--- src/rtl/life_cmd_pkg.sv ---
// Shared command vocabulary for the life engine and the units that feed it.
// Command codes and default field widths live here so producer and consumer agree.
package life_cmd_pkg;

    localparam int CMD_W = 3;
    localparam int ARG_W = 32;

    typedef enum logic [CMD_W-1:0] {
        CMD_NOP         = 3'd0,
        CMD_STEP        = 3'd1,
        CMD_CLEAR       = 3'd2,
        CMD_RANDOM      = 3'd3,
        CMD_TOGGLE_CELL = 3'd4
    } life_cmd_e;

endpackage

--- src/rtl/cmd_input_queue_btn_debounce.sv ---
// Single-button conditioner: two-flop synchroniser, stability counter, and a
// one-cycle press pulse on each accepted rising level.
module btn_debounce #(
    parameter int DEBOUNCE_CYCLES = 1_000_000
) (
    input  logic clk,
    input  logic reset,
    input  logic btn,
    output logic press
);

    localparam int CNT_W = (DEBOUNCE_CYCLES > 1) ? $clog2(DEBOUNCE_CYCLES) : 1;

    logic             sync1_r;
    logic             sync2_r;
    logic             level_r;
    logic             press_r;
    logic [CNT_W-1:0] cnt_r;
    logic             settle_s;

    assign settle_s = (cnt_r == CNT_W'(DEBOUNCE_CYCLES - 1));

    // Synchronise, count disagreeing cycles, flip the level once they are long enough
    always_ff @(posedge clk) begin
        if (reset) begin
            sync1_r <= 1'b0;
            sync2_r <= 1'b0;
            level_r <= 1'b0;
            press_r <= 1'b0;
            cnt_r   <= '0;
        end else begin
            sync1_r <= btn;
            sync2_r <= sync1_r;
            press_r <= 1'b0;
            if (sync2_r != level_r) begin
                if (settle_s) begin
                    level_r <= sync2_r;
                    press_r <= sync2_r;
                    cnt_r   <= '0;
                end else begin
                    cnt_r <= cnt_r + CNT_W'(1);
                end
            end else begin
                cnt_r <= '0;
            end
        end
    end

    assign press = press_r;

endmodule

--- src/rtl/cmd_input_queue.sv ---
// Turns debounced buttons and an auto-step timer into engine commands, buffered
// in a small show-ahead FIFO and delivered over a valid/ready handshake.
module cmd_input_queue
    import life_cmd_pkg::*;
#(
    parameter int                           N_BUTTONS       = 4,
    parameter int                           DEBOUNCE_CYCLES = 1_000_000,
    parameter int                           FIFO_DEPTH      = 4,
    parameter int                           CMD_W           = life_cmd_pkg::CMD_W,
    parameter int                           ARG_W           = life_cmd_pkg::ARG_W,
    parameter logic [N_BUTTONS*CMD_W-1:0]   BTN_CMD_MAP     = {CMD_STEP, CMD_RANDOM, CMD_CLEAR, CMD_NOP},
    parameter int                           RUN_BTN         = 0,
    parameter int                           STEP_PERIOD     = 10_000_000,
    parameter logic [CMD_W-1:0]             STEP_CMD        = CMD_STEP
) (
    input  logic                          clk,
    input  logic                          reset,
    input  logic [N_BUTTONS-1:0]          buttons,
    output logic [CMD_W-1:0]              cmd,
    output logic [ARG_W-1:0]              cmd_arg0,
    output logic                          cmd_valid,
    input  logic                          cmd_ready,
    output logic                          run_mode,
    output logic                          overflow,
    output logic [$clog2(FIFO_DEPTH):0]   fifo_level
);

    localparam int AW    = $clog2(FIFO_DEPTH);
    localparam int LVL_W = AW + 1;
    localparam int TMR_W = $clog2(STEP_PERIOD);
    localparam int BI_W  = (N_BUTTONS > 1) ? $clog2(N_BUTTONS) : 1;
    localparam logic [N_BUTTONS-1:0] RUN_MASK = N_BUTTONS'(1) << RUN_BTN;

    logic [N_BUTTONS-1:0] press_s;

    for (genvar gi = 0; gi < N_BUTTONS; gi++) begin : g_btn
        btn_debounce #(.DEBOUNCE_CYCLES(DEBOUNCE_CYCLES)) u_debounce (
            .clk   (clk),
            .reset (reset),
            .btn   (buttons[gi]),
            .press (press_s[gi])
        );
    end

    logic                 run_mode_r;
    logic                 overflow_r;
    logic                 auto_pending_r;
    logic [TMR_W-1:0]     timer_r;
    logic [N_BUTTONS-1:0] pending_r;
    logic [ARG_W-1:0]     btn_seq_r;
    logic [ARG_W-1:0]     gen_seq_r;
    logic [CMD_W-1:0]     mem_cmd_r [FIFO_DEPTH];
    logic [ARG_W-1:0]     mem_arg_r [FIFO_DEPTH];
    logic [AW-1:0]        wr_ptr_r;
    logic [AW-1:0]        rd_ptr_r;
    logic [LVL_W-1:0]     count_r;
    logic [CMD_W-1:0]     head_cmd_r;
    logic [ARG_W-1:0]     head_arg_r;
    logic                 valid_r;

    logic                 sel_hit_s;
    logic [BI_W-1:0]      sel_btn_s;
    logic                 pop_s;
    logic                 push_s;
    logic                 push_auto_s;
    logic [CMD_W-1:0]     push_cmd_s;
    logic [ARG_W-1:0]     push_arg_s;
    logic [LVL_W-1:0]     count_next_s;
    logic [AW-1:0]        rd_ptr_next_s;
    logic [N_BUTTONS-1:0] clr_s;
    logic [N_BUTTONS-1:0] pending_next_s;
    logic                 drop_s;
    logic                 run_toggle_s;
    logic                 run_stop_s;
    logic                 wrap_s;
    logic [CMD_W-1:0]     head_cmd_next_s;
    logic [ARG_W-1:0]     head_arg_next_s;

    // Priority pick: scanning downwards leaves the lowest pending button selected
    always_comb begin
        sel_hit_s = 1'b0;
        sel_btn_s = '0;
        for (int i = N_BUTTONS - 1; i >= 0; i--) begin
            sel_hit_s = sel_hit_s | pending_r[i];
            sel_btn_s = pending_r[i] ? BI_W'(i) : sel_btn_s;
        end
    end

    assign pop_s         = valid_r & cmd_ready;
    assign push_s        = (sel_hit_s | auto_pending_r) & ((count_r != LVL_W'(FIFO_DEPTH)) | pop_s);
    assign push_auto_s   = push_s & ~sel_hit_s;
    assign push_cmd_s    = sel_hit_s ? BTN_CMD_MAP[int'(sel_btn_s) * CMD_W +: CMD_W] : STEP_CMD;
    assign push_arg_s    = sel_hit_s ? btn_seq_r : gen_seq_r;
    assign count_next_s  = count_r + LVL_W'(push_s) - LVL_W'(pop_s);
    assign rd_ptr_next_s = rd_ptr_r + AW'(pop_s);

    // A press landing on an already pending button is dropped, even if that flag clears now
    assign clr_s          = (push_s & sel_hit_s) ? (N_BUTTONS'(1) << sel_btn_s) : '0;
    assign pending_next_s = (pending_r | press_s) & ~clr_s & ~RUN_MASK;
    assign drop_s         = |(press_s & pending_r & ~RUN_MASK);

    assign run_toggle_s = press_s[RUN_BTN];
    assign run_stop_s   = run_toggle_s & run_mode_r;
    assign wrap_s       = run_mode_r & (timer_r == TMR_W'(STEP_PERIOD - 1));

    // Next head: empty -> idle, bypass when the new entry lands at the read slot, else stored entry
    always_comb begin
        head_cmd_next_s = CMD_W'(CMD_NOP);
        head_arg_next_s = '0;
        if (count_next_s == '0) begin
            head_cmd_next_s = CMD_W'(CMD_NOP);
            head_arg_next_s = '0;
        end else if (count_r == LVL_W'(pop_s)) begin
            head_cmd_next_s = push_cmd_s;
            head_arg_next_s = push_arg_s;
        end else begin
            head_cmd_next_s = mem_cmd_r[rd_ptr_next_s];
            head_arg_next_s = mem_arg_r[rd_ptr_next_s];
        end
    end

    // FIFO storage; pointers and occupancy decide which slots are meaningful
    always_ff @(posedge clk) begin
        if (push_s) begin
            mem_cmd_r[wr_ptr_r] <= push_cmd_s;
            mem_arg_r[wr_ptr_r] <= push_arg_s;
        end
    end

    // Control state: pending flags, run mode, timer, sequence counters, FIFO pointers and head
    always_ff @(posedge clk) begin
        if (reset) begin
            run_mode_r     <= 1'b0;
            overflow_r     <= 1'b0;
            auto_pending_r <= 1'b0;
            timer_r        <= '0;
            pending_r      <= '0;
            btn_seq_r      <= '0;
            gen_seq_r      <= '0;
            wr_ptr_r       <= '0;
            rd_ptr_r       <= '0;
            count_r        <= '0;
            head_cmd_r     <= '0;
            head_arg_r     <= '0;
            valid_r        <= 1'b0;
        end else begin
            pending_r  <= pending_next_s;
            overflow_r <= overflow_r | drop_s;
            run_mode_r <= run_mode_r ^ run_toggle_s;
            if (run_stop_s) begin
                timer_r        <= '0;
                auto_pending_r <= 1'b0;
            end else begin
                timer_r        <= wrap_s ? '0 : (run_mode_r ? timer_r + TMR_W'(1) : timer_r);
                auto_pending_r <= (auto_pending_r & ~push_auto_s) | (wrap_s & ~auto_pending_r);
            end
            btn_seq_r  <= btn_seq_r + ARG_W'(push_s & sel_hit_s);
            gen_seq_r  <= gen_seq_r + ARG_W'(push_auto_s);
            wr_ptr_r   <= wr_ptr_r + AW'(push_s);
            rd_ptr_r   <= rd_ptr_next_s;
            count_r    <= count_next_s;
            head_cmd_r <= head_cmd_next_s;
            head_arg_r <= head_arg_next_s;
            valid_r    <= (count_next_s != '0);
        end
    end

    assign cmd        = head_cmd_r;
    assign cmd_arg0   = head_arg_r;
    assign cmd_valid  = valid_r;
    assign run_mode   = run_mode_r;
    assign overflow   = overflow_r;
    assign fifo_level = count_r;

endmodule

--- config.mk ---
export PLATFORM = sky130hd
export DESIGN_NAME = cmd_input_queue
export DESIGN_NICKNAME = d
export VERILOG_FILES = /design/src/rtl/life_cmd_pkg.sv /design/src/rtl/cmd_input_queue_btn_debounce.sv /design/src/rtl/cmd_input_queue.sv
export SDC_FILE = /design/constraint.sdc
export NUM_CORES = 1
export LEC_CHECK = 0
export ABC_AREA = 1
export CAP_MARGIN = 10
export CORE_MARGIN = 4
export CORE_UTILIZATION = 40
export CTS_CLUSTER_DIAMETER = 40
export DETAILED_ROUTE_END_ITERATION = 7
export HOLD_SLACK_MARGIN = 0.08
export SKIP_LAST_GASP = 1
export SYNTH_ARGS = -nofsm -noshare
export SYNTH_HDL_FRONTEND = slang
export SYNTH_HIERARCHICAL = 1
export SYNTH_SLANG_ARGS = --single-unit
--- constraint.sdc ---
create_clock -name clk -period 4.75 [get_ports clk]
set_clock_uncertainty 0.1 [all_clocks]
set_input_delay 0.95 -clock clk [delete_from_list [all_inputs] [get_ports clk]]
set_output_delay 0.95 -clock clk [all_outputs]
set_load 0.02 [all_outputs]
==> qor.yml, run 1 <==
run_status:
  outcome: "complete, no violations"
clock_tree:
  cts_setup_buffers: 0
  numClockSinks: 368
  cts_tree: "yes"
  post_cts_resized: 0
  cts-root-buf: "clkbuf_16"
  worstSkewPairLatency_ps: 600
  holdBufCountCts: 0
  cts_htree_levels: 2
  clock_path_buffers: 3
  numCtsBuffers: 61
  clkTransAtPathRegs_ps: 50
logic_synthesis:
  synth_top_cell_by_area: "dfxtp_1"
  synth_edf_count: 136
  async_reset_ff_share_pct: 0
  yosysSeqAreaShare_pct: 49.8
  syn_nets: 2271
  synth-seq-cells: 368
  yosysWarningCount: 6
  synth_cell_types: 45
  synth_top_cell_area_share_pct: 26.5
  yosysMostFrequentCell: "nand2_1"
  synthesis.area_sq_um: 17500
  synthFlopType: "dfxtp_1"
  yosys-top-cells-area: "dfxtp_1, edfxtp_1, nand2_1, nor2_1, inv_1"
  synth.avg_cell_area_sq_um: 7.81
  synthTopCellsByCount: "nand2_1, nor2_1, dfxtp_1, inv_1, edfxtp_1"
  netlist_instances: 2245
critical_path:
  start_kind: "flop"
  cp.required_ps: 5110
  cp_data_arrival_time_ps: 3740
  reg2regPathDepth: 12
  worstSetupPathType: "flop to flop"
  crit_fanout: 67
  cp-end-kind: "flop"
placed_design:
  gp_congestion: 0.912
  placed_cells: 2830
  numPortBuffers: 46
  dp_hpwl_um: 27200
worst_hold_path:
  hold_class: "flop to flop"
  hold_depth: 2
grt:
  grt_pass1_wl_um: 67300
  grt_max_degree: 69
  grtUsageTotal_pct: 17.1
  grt_overflow: 0
  first_global_vias: 13800
  grt_antenna_before_repair: 0
route:
  via_per_inst: 4.81
  firstDrtPassIters: 6
  met3_length_um: 1750
  top_layer: "met4"
  drtIter0Drc: 958
  vias: 14200
  wl_met2_um: 18100
  routed_wirelength_um: 40300
  ant_nets: 0
  wl_met1_um: 19300
  route.detailed.drc: 0
  wire_per_inst_um: 13.7
die:
  fp.dieArea_sq_um: 47300
  die_h_um: 217
  coreArea_sq_um: 43200
  die_w_um: 217
  start_util_pct: 40.6
  ios: 48
  rows: 76
sta:
  min_period_over_period_pct: 71.0
  finalHoldViolations: 0
  setup_viol_count_final: 0
  relSlewSlack_pct: 34.8
  fmax_mhz: 296
  fin_crit_ps: 3370
  max_slew.worst_pin.slew_ps: 977
  fin_setup_tns_ps: 0
  rsz0062_at_grt: "no"
  final_max_slew_viol_count: 0
  final.hold.worst_slack_ps: 299
pwr:
  power.density_nw_per_um2: 454
  cellLeakagePower_nw: 7.44
  peakVddDrop_mv: 0.304
cells_and_area:
  diodes: 0
  stdcell_count: 2945
  final_nets: 2334
  drive_gt1_share_pct: 11.7
  fill_cells: 4218
  area.growth.synth_to_final_pct: 17.3
job:
  maxCapViolations: 0
## critical path, stage by stage, from the launching register on
cell and delay, ps:
dfxtp_1 470, inv_2 120, nand2_4 580, o21ai_4 180, ha_1 320, inv_1 40, ha_1 180, fa_1 470
nor2_1 120, nand2_1 80, nand2_2 50, buf_4 400, nor2_1 100
## logic make-up (layout without fill, tap and decap cells)
kind of cell	after synthesis	count (layout)	share of synthesized area, %
compound gates	259	259	7.99
buf+inv	285	400	6.83
simple gates	1256	1256	31.1
other cells	1	1	0.0214
flops	368	368	49.8
fa+ha+maj	19	19	1.40
xor+xnor	57	57	2.89
## where the power goes
part	switching [mW]	total (mW)	internal, mW	leakage [nW]
combinational	0.974	1.57	0.591	3.22
sequential	0.0625	3.46	3.39	3.22
clock	1.62	4.33	2.71	0.993
total	2.66	9.35	6.69	7.44
## per-stage QoR
step | utilization, % | power (mW) | cell area [sq um] | setup slack (ps)
3_3_place_gp | 42.9 | 5.09 | 18500 | 973
6_report | 47.7 | 9.35 | 20600 | 1380
5_1_grt | 47.7 | 9.83 | 20600 | 1070
3_5_place_dp | 42.9 | 5.11 | 18500 | 930
2_1_floorplan | - | 4.58 | 17500 | 575
4_1_cts | 47.7 | 9.49 | 20600 | 1330
## cell usage in the layout, fill, tap and decap left out, types with 3 or more instances in the layout
cell type and n:
nand3b_4 4, clkbuf_16 63, xor2_1 32, a21oi_1 115, nor4_1 4, clkinvlp_4 9
o21ai_2 11, nor3_1 10, clkinv_4 10, nand3b_1 12, or2_0 5, ha_1 17
or2_2 37, nand4_1 36, clkdlybuf4s50_1 45, bufinv_16 4, o21ai_0 83, nand2_4 5
nand2_2 11, nor2_1 391, buf_4 12, o21ai_1 30, o21bai_1 9, nor2_4 6
nand3_2 4, clkinv_2 7, o211ai_1 3, edfxtp_1 136, clkbuf_1 5, nor3_2 5
inv_1 219, nand2_1 567, inv_2 8, a21oi_2 4, nand3_1 100, xnor2_1 24
nor2_2 56, inv_6 9, dfxtp_1 232
## layer usage
| metal | vias up | track usage (%) |
|---|---|---|
| li1 | 7337 | - |
| met1 | 6496 | 23.2 |
| met2 | 264 | 27.8 |
| met3 | 71 | 3.50 |
| met4 | 0 | 5.11 |
| met5 | - | 0 |
## registers in the layout, summed over array words and instances, names as in the netlist, 8 cells and up
register,cells
timer_r,24
mem_cmd_r,8
cmd_arg0,32
gen_seq_r,32
btn_seq_r,32
mem_arg_r,128
g_btn.u_debounce/cnt_r,80
## path summary, 6_finish.rpt
check                                              endpoint  slack, ps                        start
worst max register to register                  cmd_arg0[8]       1380                 pending_r[1]
worst min-delay path            g_btn[3].u_debounce/sync2_r        300  g_btn[3].u_debounce/sync1_r
worst max-delay path                            cmd_arg0[8]       1380                 pending_r[1]
worst min register to register  g_btn[3].u_debounce/sync2_r        300  g_btn[3].u_debounce/sync1_r
## area by class of cell
cell class | instances | area [sq um] | share of cell area, %
clock buffers | 70 | 1620 | 7.89
clock inverters | 45 | 444 | 2.16
inverters | 227 | 852 | 4.14
multi-input cells | 1592 | 7650 | 37.2
flip-flops and latches | 368 | 8730 | 42.4
well taps | 585 | 732 | 3.56
repair buffers | 58 | 546 | 2.65
Note: power is estimated with default switching activity, not from simulation.
==> inputs of run 2 (changes only) <==
- clock period: 4.75 -> 3 ns (I/O delays scaled with it)
==> qor.yml, run 2 (synthesis gave the netlist of run 1 again) <==
clock_tree:
  cts_htree_levels: 2  # unchanged
  numCtsBuffers: 55  # was 61
  cts-root-buf: "clkbuf_16"  # unchanged
  holdBufCountCts: 0  # unchanged
  clkTransAtPathRegs_ps: 50  # about the same
  clock_path_buffers: 3  # unchanged
  cts_setup_buffers: 0  # unchanged
  worstSkewPairLatency_ps: 600  # about the same
  numClockSinks: 368  # unchanged
  post_cts_resized: 0  # unchanged
  cts_tree: "yes"  # unchanged
grt:
  grtUsageTotal_pct: 17.2  # was 17.1%
  first_global_vias: 13700  # was 13800
  grt_pass1_wl_um: 67500  # was 67300 um
  grt_overflow: 0  # unchanged
  grt_max_degree: 65  # was 69
  grt_antenna_before_repair: 0  # unchanged
die:
  ios: 48  # unchanged
  start_util_pct: 40.6  # unchanged
  die_h_um: 217  # unchanged
  coreArea_sq_um: 43200  # unchanged
  fp.dieArea_sq_um: 47300  # unchanged
  die_w_um: 217  # unchanged
  rows: 76  # unchanged
critical_path:
  cpMaxStageDelayCell: "dfxtp_1"  # was nand2_4
  r2r_start: "pending_r[1]"  # unchanged
  reg2regPathDepth: 12  # unchanged
  rrSetupSlack_ps: 440  # was 1380 ps
  reg2reg_to: "cmd_arg0[14]"  # was cmd_arg0[8]
  cp.required_ps: 3380  # was 5110 ps
  crit_fanout: 27  # was 67
  crit_chain: "inv_2, nand2_4, o21ai_4, ha_1, inv_1, ha_1, fa_1, nor2_1, nand2_1, nand2_2, buf_12, nor2_1"  # was inv_2, nand2_4, o21ai_4, ha_1, inv_1, ha_1, fa_1, nor2_1, nand2_1, nand2_2, buf_4, nor2_1
  crit_family: "adder cells"  # unchanged
  start_kind: "flop"  # unchanged
  cp_num_buf_inv: 3  # unchanged
  worstSetupPathType: "flop to flop"  # unchanged
  critPathMaxStageDelay_ps: 480  # was 580 ps
  cp_data_arrival_time_ps: 2940  # was 3740 ps
  cp-end-kind: "flop"  # unchanged
sta:
  rsz0062_at_grt: "no"  # unchanged
  fin_crit_ps: 2560  # was 3370 ps
  timing.final.ws_setup_ps: 439  # was 1380 ps
  final.hold.worst_slack_ps: 285  # was 299 ps
  finalHoldViolations: 0  # unchanged
  setup_viol_count_final: 0  # unchanged
  min_period_over_period_pct: 85.4  # was 71.0%
  relSlewSlack_pct: 52.6  # was 34.8%
  fmax_mhz: 391  # was 296 MHz
  max_slew.worst_pin.slew_ps: 711  # was 977 ps
  final_max_slew_viol_count: 0  # unchanged
placed_design:
  gp_congestion: 0.844  # was 0.912
  numPortBuffers: 46  # unchanged
  dp_hpwl_um: 28400  # was 27200 um
  place_ws_ps: -170  # was 930 ps
cells_and_area:
  regArea_sq_um: 8730  # unchanged
  largest_reg_flops: 128  # unchanged
  multi_input_area_sq_um: 7650  # unchanged
  drive_gt1_share_pct: 12.6  # was 11.7%
  regMostFlops: "mem_arg_r"  # unchanged
  final_cell_mix: "nand2_1, nor2_1, dfxtp_1"  # unchanged
  top_regs: "mem_arg_r (128), g_btn.u_debounce/cnt_r (80)"  # unchanged
  fill_cells: 4225  # was 4218
  final_nets: 2369  # was 2334
  layout_commonest_cell: "nand2_1"  # unchanged
  diodes: 0  # unchanged
  area.growth.synth_to_final_pct: 18.5  # was 17.3%
pwr:
  power.density_nw_per_um2: 699  # was 454 nW/um^2
  peakVddDrop_mv: 0.450  # was 0.304 mV
  cellLeakagePower_nw: 7.56  # was 7.44 nW
route:
  vias: 14300  # was 14200
  firstDrtPassIters: 5  # was 6
  drtIter0Drc: 996  # was 958
  routed_wirelength_um: 40800  # was 40300 um
  route.detailed.drc: 0  # unchanged
  wire_per_inst_um: 13.7  # about the same
  ant_nets: 0  # unchanged
  via_per_inst: 4.80  # was 4.81
run_status:
  outcome: "complete, no violations"  # unchanged
worst_hold_path:
  hp-start: "reset"  # was g_btn[3].u_debounce/sync1_r
  hold_class: "input pin to flop"  # was flop to flop
  hold_end: "g_btn[0].u_debounce/sync1_r"  # was g_btn[3].u_debounce/sync2_r
  hold_depth: 2  # unchanged
job:
  maxCapViolations: 0  # unchanged
## run 2: changes by cell type in the layout (fill, tap and decap cells not counted)
cell | previous run | this run
buf_4 | 12 | 41
buf_12 | 0 | 12
clkbuf_16 | 63 | 55
clkinv_4 | 10 | 5
inv_6 | 9 | 5
clkbuf_1 | 5 | 8
clkbuf_8 | 2 | 5
inv_4 | 2 | 0
bufinv_16 | 4 | 3
clkinv_16 | 0 | 1
clkinv_2 | 7 | 8
clkinvlp_4 | 9 | 10
inv_8 | 2 | 1
## run 2: worst max-delay path by stage
stage	from	endpoint	slack, ps	depth (start not counted)
after CTS	pending_r[1]	cmd_arg0[18]	430	13
after detailed placement	cmd_ready	cmd_arg0[18]	-170	14
after global routing	pending_r[1]	cmd_arg0[19]	260	13
after global placement	cmd_ready	cmd_arg0[4]	-130	14
final	pending_r[1]	cmd_arg0[14]	440	12
after floorplan	cmd_ready	mem_arg_r[0][0]	-830	4
## run 2: power breakdown
| part | switching [mW] | internal, mW | total (mW) |
|---|---|---|---|
| sequential | 0.105 | 5.37 | 5.48 |
| combinational | 1.62 | 1.22 | 2.85 |
| clock | 2.41 | 3.80 | 6.21 |
## run 2: worst reg2reg max path, cell delays in order (launching register included)
cell and delay, ps:
dfxtp_1 480, inv_2 130, nand2_4 120, o21ai_4 60
ha_1 270, inv_1 40, ha_1 180, fa_1 480
nor2_1 120, nand2_1 80, nand2_2 110, buf_12 190
nor2_1 100
## run 2: stage by stage
step	area, sq um	setup TNS, ps	util, %	power [mW]	std cells
final	20800	0	48.2	14.5	2974
after global routing	20800	0	48.2	15.2	2974
after CTS	20800	0	48.2	14.7	2974
after detailed placement	19000	-5100	43.9	8.46	2871
after global placement	19000	-4300	43.9	8.43	2871
after floorplan	17500	-112200	-	7.25	2245
## run 2: area by class of cell
class / instances / area share (%)
timing repair buffer: 99 / 4.82
tap: 585 / 3.52
clock buffer: 68 / 7.09
multi-input combinational: 1592 / 36.8
inverter: 227 / 4.10
clock inverter: 35 / 1.70
sequential: 368 / 42.0
## run 2: metal layers
| metal | up-vias | share of wire, % | track usage [%] |
|---|---|---|---|
| met1 | 6531 | 47 | 22.9 |
| met2 | 280 | 46 | 28.4 |
| met3 | 78 | 4.6 | 3.11 |
| met5 | - | 0 | 0 |
| li1 | 7391 | - | - |
| met4 | 0 | 2.7 | 5.94 |
